===== src/rtl/iq_phase_demod_if.sv =====
// Sample/result bundle for the I/Q phase demodulator.
// master = upstream sample source and result consumer, slave = demodulator.
interface iq_phase_demod_if;
  logic        in_valid;
  logic        in_ready;
  logic        in_chan;
  logic [18:0] in_i;
  logic [18:0] in_q;
  logic        out_valid;
  logic        out_chan;
  logic [19:0] phase;
  logic [19:0] freq;
  logic [20:0] mag;

  modport master (
    output in_valid, in_chan, in_i, in_q,
    input  in_ready, out_valid, out_chan, phase, freq, mag
  );

  modport slave (
    input  in_valid, in_chan, in_i, in_q,
    output in_ready, out_valid, out_chan, phase, freq, mag
  );
endinterface


===== src/rtl/iq_phase_demod.sv =====
// Two-channel time-multiplexed I/Q phase/frequency demodulator.
// Iterative vectoring CORDIC: one micro-rotation per clock, angle format
// full turn = 2^20 (same as the NCO), magnitude carries the uncorrected
// CORDIC gain. A per-channel last-phase register yields the phase step.
module iq_phase_demod #(
  parameter int unsigned ITERS = 18
) (
  input logic             clk,
  input logic             rst,
  iq_phase_demod_if.slave bus
);

  typedef enum logic [1:0] {
    S_IDLE,
    S_ROT,
    S_OUT
  } state_t;

  localparam logic [4:0]  K_LAST = 5'(ITERS - 1);
  localparam logic [19:0] Z_HALF = 20'h80000;

  state_t             r_state;
  logic [4:0]         r_k;
  logic signed [20:0] r_x;
  logic signed [20:0] r_y;
  logic [19:0]        r_z;
  logic               r_chan;
  logic               r_zero;
  logic [19:0]        r_last [2];

  logic signed [20:0] w_i_ext;
  logic signed [20:0] w_q_ext;
  logic signed [20:0] w_x_sh;
  logic signed [20:0] w_y_sh;
  logic signed [20:0] w_x_nxt;
  logic signed [20:0] w_y_nxt;
  logic [19:0]        w_atan;
  logic [19:0]        w_z_nxt;
  logic [19:0]        w_phase_fin;
  logic [19:0]        w_freq_fin;
  logic [20:0]        w_mag_fin;
  logic               w_in_zero;

  // atan(2^-k) / (2*pi) * 2^20, rounded
  function automatic logic [19:0] f_atan(input logic [4:0] k);
    case (k)
      5'd0:    f_atan = 20'd131072;
      5'd1:    f_atan = 20'd77376;
      5'd2:    f_atan = 20'd40884;
      5'd3:    f_atan = 20'd20753;
      5'd4:    f_atan = 20'd10417;
      5'd5:    f_atan = 20'd5213;
      5'd6:    f_atan = 20'd2607;
      5'd7:    f_atan = 20'd1304;
      5'd8:    f_atan = 20'd652;
      5'd9:    f_atan = 20'd326;
      5'd10:   f_atan = 20'd163;
      5'd11:   f_atan = 20'd81;
      5'd12:   f_atan = 20'd41;
      5'd13:   f_atan = 20'd20;
      5'd14:   f_atan = 20'd10;
      5'd15:   f_atan = 20'd5;
      5'd16:   f_atan = 20'd3;
      5'd17:   f_atan = 20'd1;
      5'd18:   f_atan = 20'd1;
      default: f_atan = '0;
    endcase
  endfunction

  // Widen the incoming sample to the 21-bit datapath
  always_comb begin
    w_i_ext   = {{2{bus.in_i[18]}}, bus.in_i};
    w_q_ext   = {{2{bus.in_q[18]}}, bus.in_q};
    w_in_zero = (bus.in_i == '0) && (bus.in_q == '0);
  end

  // One micro-rotation from the current state and the result it would give
  always_comb begin
    w_atan = f_atan(r_k);
    w_x_sh = r_x >>> r_k;
    w_y_sh = r_y >>> r_k;
    if (!r_y[20]) begin
      w_x_nxt = r_x + w_y_sh;
      w_y_nxt = r_y - w_x_sh;
      w_z_nxt = r_z + w_atan;
    end else begin
      w_x_nxt = r_x - w_y_sh;
      w_y_nxt = r_y + w_x_sh;
      w_z_nxt = r_z - w_atan;
    end
    w_phase_fin = r_zero ? '0 : w_z_nxt;
    w_mag_fin   = r_zero ? '0 : w_x_nxt;
    w_freq_fin  = w_phase_fin - r_last[r_chan];
  end

  // Control FSM, CORDIC state and registered outputs
  always_ff @(posedge clk) begin
    if (rst) begin
      r_state       <= S_IDLE;
      r_k           <= '0;
      r_x           <= '0;
      r_y           <= '0;
      r_z           <= '0;
      r_chan        <= 1'b0;
      r_zero        <= 1'b0;
      r_last[0]     <= '0;
      r_last[1]     <= '0;
      bus.in_ready  <= 1'b1;
      bus.out_valid <= 1'b0;
      bus.out_chan  <= 1'b0;
      bus.phase     <= '0;
      bus.freq      <= '0;
      bus.mag       <= '0;
    end else begin
      case (r_state)
        S_IDLE: begin
          if (bus.in_valid) begin
            r_chan <= bus.in_chan;
            r_zero <= w_in_zero;
            r_k    <= '0;
            // fold the left half-plane onto the right so the rotations converge
            if (w_i_ext[20]) begin
              r_x <= -w_i_ext;
              r_y <= -w_q_ext;
              r_z <= Z_HALF;
            end else begin
              r_x <= w_i_ext;
              r_y <= w_q_ext;
              r_z <= '0;
            end
            bus.in_ready <= 1'b0;
            r_state      <= S_ROT;
          end
        end
        S_ROT: begin
          r_x <= w_x_nxt;
          r_y <= w_y_nxt;
          r_z <= w_z_nxt;
          r_k <= r_k + 1'b1;
          // the last rotation feeds the output registers directly
          if (r_k == K_LAST) begin
            bus.out_valid  <= 1'b1;
            bus.out_chan   <= r_chan;
            bus.phase      <= w_phase_fin;
            bus.mag        <= w_mag_fin;
            bus.freq       <= w_freq_fin;
            r_last[r_chan] <= w_phase_fin;
            r_state        <= S_OUT;
          end
        end
        S_OUT: begin
          bus.out_valid <= 1'b0;
          bus.in_ready  <= 1'b1;
          r_state       <= S_IDLE;
        end
        default: begin
          bus.out_valid <= 1'b0;
          bus.in_ready  <= 1'b1;
          r_state       <= S_IDLE;
        end
      endcase
    end
  end

endmodule


===== src/flat_wrapper.sv =====
// flat-port wrapper written by rule: the top's interface ports become plain ports
module iq_phase_demod_flat 
#(
  parameter int unsigned ITERS = 18
)
  (clk, rst, bus_in_valid, bus_in_chan, bus_in_i, bus_in_q, bus_in_ready, bus_out_valid, bus_out_chan, bus_phase, bus_freq, bus_mag);
  iq_phase_demod_if bus_i ();
  input logic clk;
  input logic rst;
  input wire logic [$bits(bus_i.in_valid)-1:0] bus_in_valid;
  input wire logic [$bits(bus_i.in_chan)-1:0] bus_in_chan;
  input wire logic [$bits(bus_i.in_i)-1:0] bus_in_i;
  input wire logic [$bits(bus_i.in_q)-1:0] bus_in_q;
  output wire logic [$bits(bus_i.in_ready)-1:0] bus_in_ready;
  output wire logic [$bits(bus_i.out_valid)-1:0] bus_out_valid;
  output wire logic [$bits(bus_i.out_chan)-1:0] bus_out_chan;
  output wire logic [$bits(bus_i.phase)-1:0] bus_phase;
  output wire logic [$bits(bus_i.freq)-1:0] bus_freq;
  output wire logic [$bits(bus_i.mag)-1:0] bus_mag;
  assign bus_i.in_valid = bus_in_valid;
  assign bus_i.in_chan = bus_in_chan;
  assign bus_i.in_i = bus_in_i;
  assign bus_i.in_q = bus_in_q;
  assign bus_in_ready = bus_i.in_ready;
  assign bus_out_valid = bus_i.out_valid;
  assign bus_out_chan = bus_i.out_chan;
  assign bus_phase = bus_i.phase;
  assign bus_freq = bus_i.freq;
  assign bus_mag = bus_i.mag;
  iq_phase_demod #(.ITERS(ITERS)) u_core (.clk(clk), .rst(rst), .bus(bus_i));
endmodule

===== config.mk =====
export PLATFORM = sky130hd
export DESIGN_NAME = iq_phase_demod_flat
export DESIGN_NICKNAME = d
export VERILOG_FILES = /design/src/rtl/iq_phase_demod_if.sv /design/src/rtl/iq_phase_demod.sv /design/src/flat_wrapper.sv
export SDC_FILE = /design/constraint.sdc
export NUM_CORES = 1
export LEC_CHECK = 0
export CAP_MARGIN = 30
export CORE_MARGIN = 10
export CORE_UTILIZATION = 55
export CTS_CLUSTER_SIZE = 40
export DETAILED_ROUTE_END_ITERATION = 10
export PLACE_DENSITY = 0.75
export SLEW_MARGIN = 20
export SYNTH_ARGS = -nofsm -noshare
export SYNTH_HDL_FRONTEND = slang
export SYNTH_SLANG_ARGS = --single-unit

===== constraint.sdc =====
create_clock -name clk -period 10.9 [get_ports clk]
set_input_delay 1.635 -clock clk [delete_from_list [all_inputs] [get_ports clk]]
set_output_delay 1.635 -clock clk [all_outputs]
set_load 0.005 [all_outputs]

==> impl_metrics.yaml, run 1 <==
clocking:
  cts_inserted_buffers: 17
  clkSinkCount: 194
  postCtsSetupRepairBufs: 0
  clockBufferDepth: 2
  path_clk_slew_ps: 80
  htreeDepth: 4
  cts_hold_buf: 0
  cts_resized: 0
  cts_tree: "yes"
  cts-root-buf: "clkbuf_16"
  clk_latency_ps: 470
timing:
  fin_worst_skew_ps: 20.4
  post-route-period-util: 0.582
  finalSetupViolations: 0
  hold_viol_final: 0
  finalWorstPathRequiredPeriod_ps: 6340
  tightest_slew_ps: 912
  setup_tns_ps: 0
  slew_viol_final: 0
  rsz0062_at_grt: "false"
  setup_ws_ps: 4560
  max_slew_margin: 0.386
  max_freq_mhz: 158
  finalHoldWorstSlack_ps: 449
pwr:
  pwr-share-seq: 0.225
  powerDensity_nw_per_um2: 237
  netSwitchingFraction: 0.473
  irDropWorstVdd_mv: 0.128
  comb_power_share: 0.612
  pwr-share-clk: 0.163
  p_leak_nw: 6.78
  internal_power_mw: 2.18
  switchingPower_mw: 1.95
  total_power_mw: 4.13
placement:
  port_buffers: 105
  place_area_um2: 16800
  routabilityCongestion: 0.984
  dpl_worst_slack_ps: 4640
  place_inst: 2290
  dp_hpwl_um: 37300
synthesis:
  yosys-top-cells-area: "dfxtp_1, edfxtp_1, ha_1"
  synth_common_cells: "nor2_1, nand2_1, dfxtp_1"
  synthArstFlopShare: 0
  synth-seq-cells: 194
  synth_most_common_cell: "nor2_1"
  synth.avg_cell_area_um2: 8.15
  synth_top_area_share: 0.200
  synth_ff_type: "dfxtp_1"
  yosysUniqueCellTypes: 87
  ys_seq_area_frac: 0.277
  synth_edf_count: 40
  yosysTopAreaCell: "dfxtp_1"
  syn-num-nets: 2028
  synthCells: 1895
  yosysWarnings: 0
  synth.cell_area_um2: 15500
floorplan:
  row_count: 61
  dieWidth_um: 188
  core_region_area_um2: 27800
  die_area_um2: 35200
  floorplan.initialDensity: 0.556
  io_pins: 106
  die_h_um: 188
routing:
  drtAntennaViolNets: 0
  dr_total_vias: 14900
  postRouteWirelength_um: 49900
  drcViolationCount: 0
  wl_per_cell_um: 21.5
  drt_first_iter_violations: 1388
  vias_per_cell: 6.42
  drt_pass1_iterations: 7
layout:
  final_cells: 2324
  drive_above_1_share: 0.0843
  diodes: 0
  utilization: 0.627
  fin_area_um2: 17400
  syn_to_final_growth_pct: 12.8
  nets: 2066
grt:
  grtUsageTotal: 0.272
  antenna_found_initial: 0
  grt_max_degree: 78
  overflow: 0
  grt_pass1_wl_um: 77600
  grt_pass1_vias: 14200
critical_path:
  critPathRequiredTime_ps: 11290
  worstSetupStartpointType: "flip-flop"
  slowest_stage: "mux4_2"
  crit_arrival_ps: 6730
  crit_type: "flip-flop to flip-flop"
  worstPathCellList: "buf_4 > mux4_2 > mux4_2 > a211oi_2 > a21oi_1 > nor3_2 > and3_4 > nand4_4 > nor3_1 > nand2_1 > o21ai_0 > ha_1 > a21o_1 > a21oi_1 > nor2b_1 > nor2_1 > a2bb2oi_1 > o311ai_0 > nand2_1 > o2111ai_1 > or4b_2 > a31oi_1"
  critPathMaxStageDelay_ps: 640
  endpoint_kind: "flip-flop"
  crit_fanout: 50
  critical_path_buf_inv_count: 1
  path_delay_family: "simple AND/OR/NAND/NOR gates"
worst_hold_path:
  hold_class: "flip-flop to flip-flop"
job:
  drv_cap: 0
status:
  status: "complete, no violations"
## path summary, 6_finish.rpt
kind | from | to | slack, ps | depth (start not counted)
max | u_core.r_k[0]$_SDFFE_PP0P_ | u_core.r_x[19]$_SDFFE_PP0P_ | 4560 | 22
min | u_core.bus.out_chan$_SDFFE_PP0P_ | u_core.bus.out_chan$_SDFFE_PP0P_ | 450 | 2
max reg2reg | u_core.r_k[0]$_SDFFE_PP0P_ | u_core.r_x[19]$_SDFFE_PP0P_ | 4560 | 22
min reg2reg | u_core.bus.out_chan$_SDFFE_PP0P_ | u_core.bus.out_chan$_SDFFE_PP0P_ | 450 | 2
## state kept, by name (all words and copies together), names as in the netlist, named ones only
signal                flops
u_core.r_last            40
u_core.bus.mag           21
u_core.r_x               21
u_core.r_y               21
u_core.bus.freq          20
u_core.bus.phase         20
u_core.r_z               20
u_core.w_atan            18
u_core.r_k                5
u_core.r_state            2
u_core.bus.in_ready       1
u_core.bus.out_chan       1
u_core.bus.out_valid      1
u_core.r_chan             1
u_core.r_zero             1
## worst min-delay path, stage by stage (launching register included)
cell	delay, ps
dfxtp_1	310
nand2_1	50
nand2_1	40
## cells in the final DEF, fill, tap and decap left out, drive strengths merged, types with 30 or more instances in the layout
master         count
clkdlybuf4s50    104
mux4              44
nand3             30
dfxtp            154
mux2i             40
a211oi            37
inv               68
ha                87
nand2            194
xnor2             87
nor3              52
a21oi            153
edfxtp            40
xor2              50
o21ai             95
nor2             245
## kinds of logic after synthesis
kind of cell	count (synthesis)	synth area share
mux	102	0.104
fa+ha+maj	93	0.0769
xor+xnor	137	0.0777
simple gates	676	0.202
compound gates	514	0.217
flops	194	0.277
buf+inv	179	0.0452
## cell type report
type                    count  area, µm²
fillers                  2495      10400
flip-flops and latches    194       4290
inverters                  64        240
well taps                 378        473
clock inverters            15        198
clock buffers              17        425
repair buffers            134       1300
multi-input cells        1522      10500
## metal layers
layer / global-route usage / share of wire / wire [µm]
met1: 0.335 / 0.41 / 20400
met2: 0.451 / 0.47 / 23500
met3: 0.0412 / 0.071 / 3550
met4: 0.142 / 0.050 / 2480
met5: 0 / 0 / 0
## power by group through the flow
stage / Clock (mW) / Combinational [mW] / Sequential [mW]
finish: 0.673 / 2.53 / 0.927
CTS: 0.676 / 2.48 / 0.919
floorplan: 0 / 1.91 / 0.864
detailed placement: 0 / 2.46 / 0.934
global placement: 0 / 2.42 / 0.932
global route: 0.702 / 2.76 / 0.927
Note: power is estimated with default switching activity, not from simulation.
==> run 2, diff against run 1 <==
--- a/config.mk
+++ b/config.mk
@@ -10,7 +10,7 @@
 export CORE_UTILIZATION = 55
 export CTS_CLUSTER_SIZE = 40
 export DETAILED_ROUTE_END_ITERATION = 10
-export PLACE_DENSITY = 0.75
+export PLACE_DENSITY = 0.78
 export SLEW_MARGIN = 20
 export SYNTH_ARGS = -nofsm -noshare
 export SYNTH_HDL_FRONTEND = slang
==> constraint.sdc (replaced) <==
create_clock -name clk -period 5.2 [get_ports clk]
set_input_delay 0.78 -clock clk [delete_from_list [all_inputs] [get_ports clk]]
set_output_delay 0.78 -clock clk [all_outputs]
set_load 0.005 [all_outputs]
==> impl_metrics.yaml, run 2 (synthesized netlist as in run 1, its figures left out) <==
placement:
  dpl_worst_slack_ps: -259
  routabilityCongestion: 0.981
  port_buffers: 105
  dp_hpwl_um: 41800
routing:
  drt_first_iter_violations: 1530
  postRouteWirelength_um: 55500
  routed.top_layer: "met4"
  vias_per_cell: 6.24
  drcViolationCount: 0
  route.met3.wl_um: 4590
  drt_pass1_iterations: 5
  drtAntennaViolNets: 0
  dr_total_vias: 16100
  wl_per_cell_um: 21.5
  wl_met2_um: 26500
  met1Wirelength_um: 22100
timing:
  finalSetupViolations: 0
  post-route-period-util: 0.991
  max_slew_margin: 0.296
  slew_viol_final: 0
  max_freq_mhz: 194
  hold_viol_final: 0
  finalWorstPathRequiredPeriod_ps: 5150
  rsz0062_at_grt: "true"
  tightest_slew_ps: 1040
  fin_worst_skew_ps: 14.0
  setup_ws_ps: 45.9
  finalHoldWorstSlack_ps: 447
  setup_tns_ps: 0
critical_path:
  critPathRequiredTime_ps: 5600
  slowest_stage: "mux4_2"
  crit_start: "u_core.r_k[0]$_SDFFE_PP0P_"
  crit_arrival_ps: 5550
  worstPathCellList: "buf_8 > buf_12 > buf_12 > mux4_2 > buf_4 > mux4_2 > or3_4 > a211o_1 > buf_4 > and3b_2 > a21oi_1 > xnor2_1 > ha_1 > or3_1 > o32a_1 > a21o_1 > a21oi_2 > xnor2_1 > nand2_1 > a21oi_2"
  r2r_slack_ps: 50
  crit_cells: 20
  endpoint_kind: "flip-flop"
  rr_worst_depth: 20
  critPathMaxStageDelay_ps: 520
  worstSetupStartpointType: "flip-flop"
  crit_type: "flip-flop to flip-flop"
  timing.rr.end: "u_core.r_y[20]$_SDFFE_PP0P_"
  path_delay_family: "compound AO/OA/AOI/OAI gates"
  crit_end: "u_core.r_y[20]$_SDFFE_PP0P_"
  crit_fanout: 16
  critical_path_buf_inv_count: 5
  r2r_start: "u_core.r_k[0]$_SDFFE_PP0P_"
status:
  status: "complete, no violations"
layout:
  nets: 2327
  syn_to_final_growth_pct: 29.2
  largest-register: "u_core.r_last"
  largest_reg_flops: 40
  diodes: 0
  fill_cells: 2197
  utilization: 0.718
  final_common_cell: "buf_4"
  drive_above_1_share: 0.229
  layout.cells.most_common_list: "buf_4, nor2_1, nand2_1, dfxtp_1, a21oi_1"
clocking:
  clkSinkCount: 194
  cts_inserted_buffers: 17
  cts_hold_buf: 0
  cts_tree: "yes"
  cts-root-buf: "clkbuf_16"
  path_clk_slew_ps: 90
  htreeDepth: 4
  clk_latency_ps: 460
  clockBufferDepth: 2
pwr:
  powerDensity_nw_per_um2: 536
  pwr-share-clk: 0.127
  netSwitchingFraction: 0.459
  internal_power_mw: 5.79
  switchingPower_mw: 4.91
  comb_power_share: 0.697
  pwr-share-seq: 0.176
  irDropWorstVdd_mv: 0.329
  p_leak_nw: 8.18
floorplan:
  floorplan.initialDensity: 0.556
  die_area_um2: 35200
  die_h_um: 188
  dieWidth_um: 188
  core_region_area_um2: 27800
  io_pins: 106
  row_count: 61
grt:
  grtUsageTotal: 0.297
  grt_pass1_vias: 15300
  grt_max_degree: 56
  grt_pass1_wl_um: 84100
  antenna_found_initial: 0
  overflow: 0
worst_hold_path:
  hold_class: "flip-flop to flip-flop"
job:
  drv_cap: 0
run 2: cell types whose count changed in the layout (fill, tap and decap cells not counted), moves of 6 or more:
| cell | change |
|---|---|
| a21oi_1 | -13 |
| nor2_1 | -6 |
| o21ai_2 | +6 |
| buf_4 | +249 |
| buf_6 | +6 |
| o21ai_0 | -11 |
| a21oi_2 | +11 |
| ha_1 | -7 |
run 2: metrics by stage:
stage	std cells	total power, mW	instance area [µm²]
after floorplan	1895	5.83	15500
final	2585	10.7	20000
after CTS	2564	9.98	19300
after global routing	2585	11.3	20000
after global placement	2522	8.38	18500
after detailed placement	2523	8.49	18600
run 2: how the worst min path moves through the flow:
stage                     cells past startpoint                                 to                              start  slack [ps]
after detailed placement                      2  u_core.bus.phase[13]$_SDFFE_PP0P_  u_core.bus.phase[13]$_SDFFE_PP0P_         430
after global routing                          2  u_core.bus.phase[12]$_SDFFE_PP0P_  u_core.bus.phase[12]$_SDFFE_PP0P_         470
final                                         2  u_core.bus.phase[18]$_SDFFE_PP0P_  u_core.bus.phase[18]$_SDFFE_PP0P_         450
after global placement                        2  u_core.bus.phase[13]$_SDFFE_PP0P_  u_core.bus.phase[13]$_SDFFE_PP0P_         430
after floorplan                               2  u_core.bus.phase[13]$_SDFFE_PP0P_  u_core.bus.phase[13]$_SDFFE_PP0P_         430
after CTS                                     2  u_core.bus.phase[13]$_SDFFE_PP0P_  u_core.bus.phase[13]$_SDFFE_PP0P_         450
run 2: metal layers:
| metal | vias up | GRT usage |
|---|---|---|
| met5 | - | 0 |
| met4 | 0 | 0.130 |
| met3 | 136 | 0.0636 |
| met2 | 767 | 0.495 |
| met1 | 7703 | 0.363 |
| li1 | 7522 | - |
run 2: cell type report:
type	count	area [µm²]	area share
clock buffer	17	425	0.0213
multi-input combinational	1522	11000	0.550
sequential	194	4290	0.215
tap	378	473	0.0237
inverter	64	240	0.0120
clock inverter	15	164	0.00821
timing repair buffer	395	3380	0.169
run 2: repair_timing:
item / CTS / global route
setup buffers: 8 / 19
pin swaps: 12 / 55
resized for setup: 32 / 100
gates cloned: 1 / 1
endpoints found under the setup margin: 18 / 31
run 2: power groups by stage:
stage	Clock (mW)	Combinational, mW	Sequential [mW]
finish	1.36	7.46	1.88
global route	1.41	7.96	1.88
CTS	1.36	6.75	1.86
detailed placement	0	6.60	1.90
global placement	0	6.49	1.90
floorplan	0	4.02	1.81
run 2: tightest hold or removal path, stage by stage, from the launching register on:
cell     delay (ps)
dfxtp_1         320
nand2_1          50
nand2_1          40
==> run 3, diff against run 2 <==
--- a/config.mk
+++ b/config.mk
@@ -10,6 +10,7 @@
 export CORE_UTILIZATION = 55
 export CTS_CLUSTER_SIZE = 40
 export DETAILED_ROUTE_END_ITERATION = 10
+export GPL_ROUTABILITY_DRIVEN = 0
 export PLACE_DENSITY = 0.78
 export SLEW_MARGIN = 20
 export SYNTH_ARGS = -nofsm -noshare
==> impl_metrics.yaml, run 3 (synthesized netlist as in run 1, its figures left out) <==
timing:
  tightest_slew_ps: 1080
  rsz0062_at_grt: "true"
  hold_viol_final: 0
  finalWorstPathRequiredPeriod_ps: 5150
  post-route-period-util: 0.990
  max_slew_margin: 0.268
  fin_worst_skew_ps: 18.0
  max_freq_mhz: 194
  finalSetupViolations: 0
  slew_viol_final: 0
  setup_tns_ps: 0
  finalHoldWorstSlack_ps: 444
placement:
  place_inst: 2479
  dp_hpwl_um: 39800
  place_area_um2: 18200
  port_buffers: 105
clocking:
  cts-root-buf: "clkbuf_16"
  path_clk_slew_ps: 100
  cts_tree: "yes"
  clkSinkCount: 194
  htreeDepth: 4
  cts_hold_buf: 0
  clockBufferDepth: 2
  cts_inserted_buffers: 17
  clk_latency_ps: 460
grt:
  grt_max_degree: 53
  grt_pass1_wl_um: 83800
  overflow: 0
  grtUsageTotal: 0.290
  grt_pass1_vias: 15700
  antenna_found_initial: 1
layout:
  final_common_cell: "nor2_1"
  fin_area_um2: 19600
  final_cells: 2537
  layout.cells.most_common_list: "nor2_1, buf_4, nand2_1, dfxtp_1, a21oi_1"
  largest-register: "u_core.r_last"
  drive_above_1_share: 0.210
  syn_to_final_growth_pct: 26.8
  nets: 2278
  largest_reg_flops: 40
critical_path:
  rr_worst_depth: 24
  crit_end: "u_core.r_x[20]$_SDFFE_PP0P_"
  crit_fanout: 5
  timing.rr.end: "u_core.r_x[20]$_SDFFE_PP0P_"
  path_delay_family: "compound AO/OA/AOI/OAI gates"
  worstPathCellList: "buf_12 > buf_8 > mux4_2 > mux2_4 > mux2i_2 > o21a_1 > ha_2 > and3_4 > nand4_4 > buf_6 > or2_4 > nor2_2 > a21oi_2 > o22ai_2 > ha_1 > nor2b_1 > o21ai_1 > nand2b_1 > a21oi_2 > o21ai_2 > o41ai_4 > xnor2_2 > or3_1 > a31oi_1"
  crit_cells: 24
  critPathRequiredTime_ps: 5570
  worstSetupStartpointType: "flip-flop"
  cpMostUsedCell: "a21oi_2"
  crit_type: "flip-flop to flip-flop"
  slowest_stage: "mux4_2"
  critPathMaxStageDelay_ps: 550
  critical_path_buf_inv_count: 3
  r2r_slack_ps: 50
  crit_start: "u_core.r_k[0]$_SDFFE_PP0P_"
  r2r_start: "u_core.r_k[0]$_SDFFE_PP0P_"
  crit_arrival_ps: 5510
  endpoint_kind: "flip-flop"
floorplan:
  dieWidth_um: 188
  io_pins: 106
  die_area_um2: 35200
  die_h_um: 188
  row_count: 61
  core_region_area_um2: 27800
  floorplan.initialDensity: 0.556
pwr:
  irDropWorstVdd_mv: 0.341
  pwr-share-seq: 0.182
  total_power_mw: 10.5
  comb_power_share: 0.681
  pwr-share-clk: 0.138
  netSwitchingFraction: 0.469
  switchingPower_mw: 4.92
  internal_power_mw: 5.57
  powerDensity_nw_per_um2: 535
  p_leak_nw: 7.98
worst_hold_path:
  hold_class: "flip-flop to flip-flop"
routing:
  wl_per_cell_um: 22.1
  drt_pass1_iterations: 8
  drtAntennaViolNets: 0
  postRouteWirelength_um: 56000
  drcViolationCount: 0
  drt_first_iter_violations: 2007
  dr_total_vias: 16700
  vias_per_cell: 6.58
status:
  status: "complete, no violations"
job:
  drv_cap: 0
## run 3: cell count changes in the layout (fill, tap and decap cells not counted), moves of 3 or more
| cell | previous run | this run |
|---|---|---|
| buf_4 | 274 | 226 |
| o21ai_1 | 6 | 10 |
| inv_12 | 1 | 4 |
| inv_6 | 4 | 1 |
| o21ai_0 | 83 | 80 |
## run 3: repair_timing
action / in CTS / in global routing
gates cloned: 1 / 1
setup buffers: 1 / 21
gates resized for setup: 18 / 115
endpoints found under the setup margin: 16 / 30
pin swaps: 4 / 51
## run 3: per-stage QoR
step | util | setup slack, ps
after global routing | 0.705 | -178
final | 0.706 | 52.9
after detailed placement | 0.655 | -171
after CTS | 0.682 | -23.1
after floorplan | - | -20.1
after global placement | 0.654 | -56.6
## run 3: layout make-up
cell class	count	area, µm²
antenna	1	2.50
clock buffer	17	425
clock inverter	15	215
fill	2119	8180
inverter	64	240
multi-input combinational	1522	10900
sequential	194	4300
tap	378	473
timing repair buffer	346	3000
## run 3: worst min path at each step
| stage | startpoint | endpoint | slack, ps | cells after the start |
|---|---|---|---|---|
| after CTS | u_core.bus.phase[13]$_SDFFE_PP0P_ | u_core.bus.phase[13]$_SDFFE_PP0P_ | 450 | 2 |
| after floorplan | u_core.bus.phase[13]$_SDFFE_PP0P_ | u_core.bus.phase[13]$_SDFFE_PP0P_ | 430 | 2 |
| after detailed placement | u_core.bus.phase[12]$_SDFFE_PP0P_ | u_core.bus.phase[12]$_SDFFE_PP0P_ | 440 | 2 |
| after global routing | u_core.bus.out_chan$_SDFFE_PP0P_ | u_core.bus.out_chan$_SDFFE_PP0P_ | 470 | 2 |
| final | u_core.bus.phase[13]$_SDFFE_PP0P_ | u_core.bus.phase[13]$_SDFFE_PP0P_ | 440 | 2 |
| after global placement | u_core.bus.phase[13]$_SDFFE_PP0P_ | u_core.bus.phase[13]$_SDFFE_PP0P_ | 430 | 2 |
## run 3: worst min-delay path: cells and delay by family (launching register included)
kind	cells	cell delay [ps]
flip-flops	1	320
AND/OR/NAND/NOR	2	90
## run 3: layer usage
layer | global-route usage | routed length, µm
met3 | 0.0774 | 6300
met1 | 0.336 | 20100
met5 | 0 | 0
met4 | 0.162 | 3970
met2 | 0.479 | 25600
## run 3: power groups by stage
stage                     Sequential [mW]  Clock [mW]  Combinational, mW
after global placement               1.90           0               6.04
after CTS                            1.87        1.44               6.32
after global routing                 1.90        1.50               7.60
final                                1.90        1.45               7.14
after detailed placement             1.90           0               6.22
after floorplan                      1.81           0               4.02
